==> src/rtl/serial_subtractor_pkg.sv <==
// Shared definitions for the bit-serial subtractor: FSM state encoding and
// the bit-counter width helper.
package serial_subtractor_pkg;

  typedef enum logic [1:0] {
    StIdle = 2'b00,
    StRun  = 2'b01,
    StDone = 2'b10
  } state_e;

  localparam int unsigned DefaultWidth = 32;
  localparam int unsigned DefaultCntW  = $clog2(DefaultWidth);

  // Counter just wide enough to hold WIDTH-1.
  function automatic int unsigned cnt_width(input int unsigned width);
    return (width > 1) ? $clog2(width) : 1;
  endfunction

endpackage

==> src/rtl/serial_subtractor_full_subtractor.sv <==
// One-bit full subtractor cell; outputs are forced low when not enabled.
module full_subtractor (
  input  logic A,
  input  logic B,
  input  logic Bin,
  input  logic enable,
  output logic Diff,
  output logic Bout
);

  always_comb begin
    Diff = 1'b0;
    Bout = 1'b0;
    if (enable) begin
      Diff = A ^ B ^ Bin;
      Bout = (~A & B) | (~(A ^ B) & Bin);
    end
  end

endmodule

==> src/rtl/serial_subtractor.sv <==
// Bit-serial unsigned subtractor: Diff = A - B, LSB first, one bit per enabled
// clock, with a start/busy/done handshake.
module serial_subtractor
  import serial_subtractor_pkg::*;
#(
  parameter int unsigned WIDTH = 32
) (
  input  logic             clk,
  input  logic             rst,
  input  logic             enable,
  input  logic             start,
  input  logic [WIDTH-1:0] A,
  input  logic [WIDTH-1:0] B,
  output logic [WIDTH-1:0] Diff,
  output logic             Bout,
  output logic             busy,
  output logic             done
);

  localparam int unsigned CntW = cnt_width(WIDTH);

  state_e             r_state;
  state_e             w_state_next;
  logic [WIDTH-1:0]   r_a;
  logic [WIDTH-1:0]   r_b;
  logic [WIDTH-1:0]   r_res;
  logic [WIDTH-1:0]   r_diff;
  logic               r_bout;
  logic               r_br;
  logic [CntW-1:0]    r_cnt;
  logic               w_adv;
  logic               w_last;
  logic               w_d;
  logic               w_br_next;

  assign w_adv  = enable && (r_state == StRun);
  assign w_last = (r_cnt == CntW'(WIDTH - 1));

  full_subtractor u_fs (
    .A      (r_a[0]),
    .B      (r_b[0]),
    .Bin    (r_br),
    .enable (w_adv),
    .Diff   (w_d),
    .Bout   (w_br_next)
  );

  always_ff @(posedge clk) begin
    if (rst) begin
      r_state <= StIdle;
    end else begin
      r_state <= w_state_next;
    end
  end

  always_comb begin
    w_state_next = r_state;
    if (enable) begin
      case (r_state)
        StIdle:  if (start) w_state_next = StRun;
        StRun:   if (w_last) w_state_next = StDone;
        StDone:  w_state_next = StIdle;
        default: w_state_next = StIdle;
      endcase
    end
  end

  always_ff @(posedge clk) begin
    if (rst) begin
      r_a    <= '0;
      r_b    <= '0;
      r_res  <= '0;
      r_br   <= 1'b0;
      r_cnt  <= '0;
      r_diff <= '0;
      r_bout <= 1'b0;
    end else if (enable) begin
      if (r_state == StIdle && start) begin
        r_a   <= A;
        r_b   <= B;
        r_br  <= 1'b0;
        r_cnt <= '0;
      end else if (r_state == StRun) begin
        r_a   <= {1'b0, r_a[WIDTH-1:1]};
        r_b   <= {1'b0, r_b[WIDTH-1:1]};
        r_br  <= w_br_next;
        r_res <= {w_d, r_res[WIDTH-1:1]};
        r_cnt <= w_last ? '0 : r_cnt + CntW'(1);
        // Result registers only move on the completion edge.
        if (w_last) begin
          r_diff <= {w_d, r_res[WIDTH-1:1]};
          r_bout <= w_br_next;
        end
      end
    end
  end

  assign Diff = r_diff;
  assign Bout = r_bout;
  assign busy = (r_state == StRun);
  assign done = (r_state == StDone);

endmodule

==> config.mk <==
export PLATFORM = sky130hd
export DESIGN_NAME = serial_subtractor
export DESIGN_NICKNAME = d
export VERILOG_FILES = /design/src/rtl/serial_subtractor_pkg.sv /design/src/rtl/serial_subtractor_full_subtractor.sv /design/src/rtl/serial_subtractor.sv
export SDC_FILE = /design/constraint.sdc
export NUM_CORES = 1
export LEC_CHECK = 0
export ABC_AREA = 1
export BUFFER_PORTS_ARGS = -buffer_cell sky130_fd_sc_hd__buf_2
export CELL_PAD_IN_SITES_DETAIL_PLACEMENT = 2
export CELL_PAD_IN_SITES_GLOBAL_PLACEMENT = 2
export CORE_MARGIN = 4
export CORE_UTILIZATION = 27
export CTS_CLUSTER_SIZE = 30
export DETAILED_ROUTE_END_ITERATION = 12
export PLACE_DENSITY = 0.71
export SLEW_MARGIN = 20
export SYNTH_ARGS = -nofsm -noshare
export SYNTH_HDL_FRONTEND = slang
export SYNTH_SLANG_ARGS = --single-unit
==> constraint.sdc <==
create_clock -name clk -period 1.6 [get_ports clk]
set_input_delay 0.32 -clock clk [delete_from_list [all_inputs] [get_ports clk]]
set_output_delay 0.32 -clock clk [all_outputs]
set_load 0.05 [all_outputs]
==> metrics.txt <==
status=finished with violations; violated checks=negative setup slack; Layout area overhead=34.1%; Pins Over Slew Limit=0; Cell variety after synth=22; vias in the first global route=6336; Layout Nets=998; area taken by multi-input logic gates=2920 µm²; Post-Syn Area=5740 µm²; Slew headroom=74.1%; f_max=598 MHz; most common flop cell mapped by yosys=dfxtp_1; Post-Syn Nets=901; Pre-antenna DRT Iters=4; setup TNS=-1.14 ns; most numerous cell in the Yosys netlist=nand2_1; Fin. Hold Viols=0; global-route usage over all layers=17.0%; VDD IR-drop max=631 µV; RSZ-0062 raised after global routing=true; setup violators final=33; Site Rows=53; Post-Syn Instances=829; final wirelength=19800 µm; Switching Share=25.9%; initial core utilization=a little over a quarter; # port buffers=102; CTS Buf Count=17; part of the power in registers=42.5%; CP Class=reg -> reg; Layout fillers=~2500; Core Area=21000 µm²; YS warnings=0; Critical Path End Type=register; Final Critical Period=1.67 ns; CP max stage delay=roughly 0.35 ns; Max clock buf depth=2; number of antenna diodes=0; Post-synth EDFFs=0; io pins=a little over 100; area leader, netlist=dfxtp_1; die height=154 µm; top cell type's share of synthesized area=47.5%; syn_area_per_cell=approximately 6.9 µm²; clk slew on worst S/H paths=approximately 0.060 ns; grt total ovfl=0; largest net degree at the start of global routing=69; GPL Wtd Cong=~0.69; fraction of layout cells with a size suffix above 1=~25%; first-pass GRT wire length=32700 µm; clock power share=47.1%; Tot Pwr=0.00847 W; leakage=approximately 3.3 nW; CTS Sinks=136; Final Skew=slightly below 0.006 ns; Worst-Margin Slew=0.387 ns; FFs w/ async S/R, synth=0%; Synth top cells by count=270 x nand2_1, 139 x nor2_1, 136 x dfxtp_1; root buf cell=clkbuf_16; CP delay by family, top=simple AND/OR/NAND/NOR gates; fin cells=1214; internal power=0.00628 W; via count=approximately 5800; insertion delay to the later sink of the worst-skew pair=0.43 ns; worst setup margin=-0.0716 ns; Core Util, Final=36.7%; net load switching power=0.00219 W; wire per inst=16.3 µm; CTS H-Tree Depth=4; die area=23600 µm²; Comb pwr share=approximately a tenth; antenna violations before repair=0; Final Cell Area=a little under 8000 µm²; Critical-path top delay cell=dfxtp_2; Hold Buf Count CTS=0; Die Width=154 µm; Routed Antenna Nets=0; Critical Path RT=~2.0 ns; Startpoint Class=register; max cap viols=0; sequential share of the synthesized area=47.5%; synth top area cells=dfxtp_1 47%, nand2_1 18%, nor2_1 9.1%; placed cells=1169; drt via density=4.80; DRC=0; critical-path cell list=ha_4 > nand2_4 > nor2_4 > ha_4 > nand2_4 > nor2_4 > buf_6 > buf_16 > nand2_1 > a21oi_1; P per Cell Area=1100 nW/µm²; CP bufs+invs=2; CP max FO=10; DP HPWL=11500 µm; Min-Delay Path Class=in -> reg; post-placement cell area=6630 µm²; fin crit share=104%; CTS tree=yes; flops & latches, synth=approximately 140; FF-to-FF setup slack=-0.07 ns; Reg area=2730 µm²; initial DRC count=175; CP arrival=2.02 ns
-- cell families (layout without fill, tap and decap cells) --
group           Yosys count  after routing  share of synthesized area [%]
compound gates          137            137                           12.1
fa+ha+maj                 4              4                           1.00
simple gates            480            480                           33.4
flops                   136            136                           47.5
buf+inv                  72            182                           6.00
-- what timing repair did --
| item | 4_1_cts | 5_1_grt |
|---|---|---|
| gates resized for setup | 64 | 26 |
| gates cloned | 4 | 1 |
| buffers inserted | 7 | 2 |
| pin swaps | 6 | 6 |
| endpoints found under the setup margin | 36 | 36 |
| hold endpoints to repair | 0 | 0 |
-- worst reg2reg max path, stage by stage, from the launching register on --
cell and delay [ns]:
dfxtp_2 0.35, ha_4 0.16, nand2_4 0.06, nor2_4 0.14, ha_4 0.16, nand2_4 0.06, nor2_4 0.14, buf_6 0.16
buf_16 0.14, nand2_1 0.08, a21oi_1 0.16
-- worst paths after layout --
kind                            startpoint       end  depth (start not counted)
worst max-delay path              r_cnt[0]  Diff[15]                         10
worst min-delay path                 B[31]   r_b[31]                          3
worst min register to register     Diff[7]   Diff[7]                          2
worst max register to register    r_cnt[0]  Diff[15]                         10
-- sequential cells by signal (all words and copies together), names as in the netlist --
name	flops
Diff	32
r_a	32
r_b	32
r_res	31
r_cnt	5
r_state	2
Bout	1
r_br	1
-- final cells by class --
cell class | count | share of cell area, %
Inverter | 11 | 0.667
Timing Repair Buffer | 139 | 13.8
Tap cell | 275 | 4.47
Clock buffer | 22 | 6.16
Multi-Input combinational cell | 621 | 37.9
Sequential cell | 136 | 35.5
Clock inverter | 10 | 1.54
-- metal layers --
layer | track usage [%] | vias to the layer above | share of wire, %
met3 | 3.52 | 24 | 2.9
met2 | 29.5 | 89 | 49
met1 | 21.2 | 2857 | 46
met5 | 0 | - | 0
met4 | 4.84 | 0 | 1.6
li1 | - | 2852 | -
-- power by group through the flow --
stage	clock network (W)	registers, W	logic, W
2_1_floorplan	0	0.00365	0.000568
3_3_place_gp	0	0.00366	0.000865
3_5_place_dp	0	0.00367	0.000880
4_1_cts	0.00408	0.00360	0.000904
5_1_grt	0.00426	0.00361	0.00103
6_report	0.00399	0.00360	0.000887
-- through the flow --
step / hold slack (ns) / worst slack (ns)
2_1_floorplan: 0.439 / 0.0142
3_3_place_gp: 0.447 / 0.0126
3_5_place_dp: 0.457 / -0.0975
4_1_cts: 0.136 / -0.0281
5_1_grt: 0.166 / -0.163
6_report: 0.161 / -0.0716
-- cells in the final DEF, fill, tap and decap left out, types with 3 or more instances in the layout --
cell type and n:
a21oi_1 60, a21oi_2 9, buf_12 12, buf_16 4, buf_2 100, buf_4 18, buf_6 3, clkbuf_16 18
clkbuf_8 3, clkinvlp_4 3, dfxtp_1 132, dfxtp_2 4, inv_1 5, inv_2 4, nand2_1 233, nand2_2 24
nand2_4 14, nand3_1 65, nor2_1 136, nor2_4 6, o21ai_0 59, o21ai_1 5
Note: power is estimated with default switching activity, not from simulation.
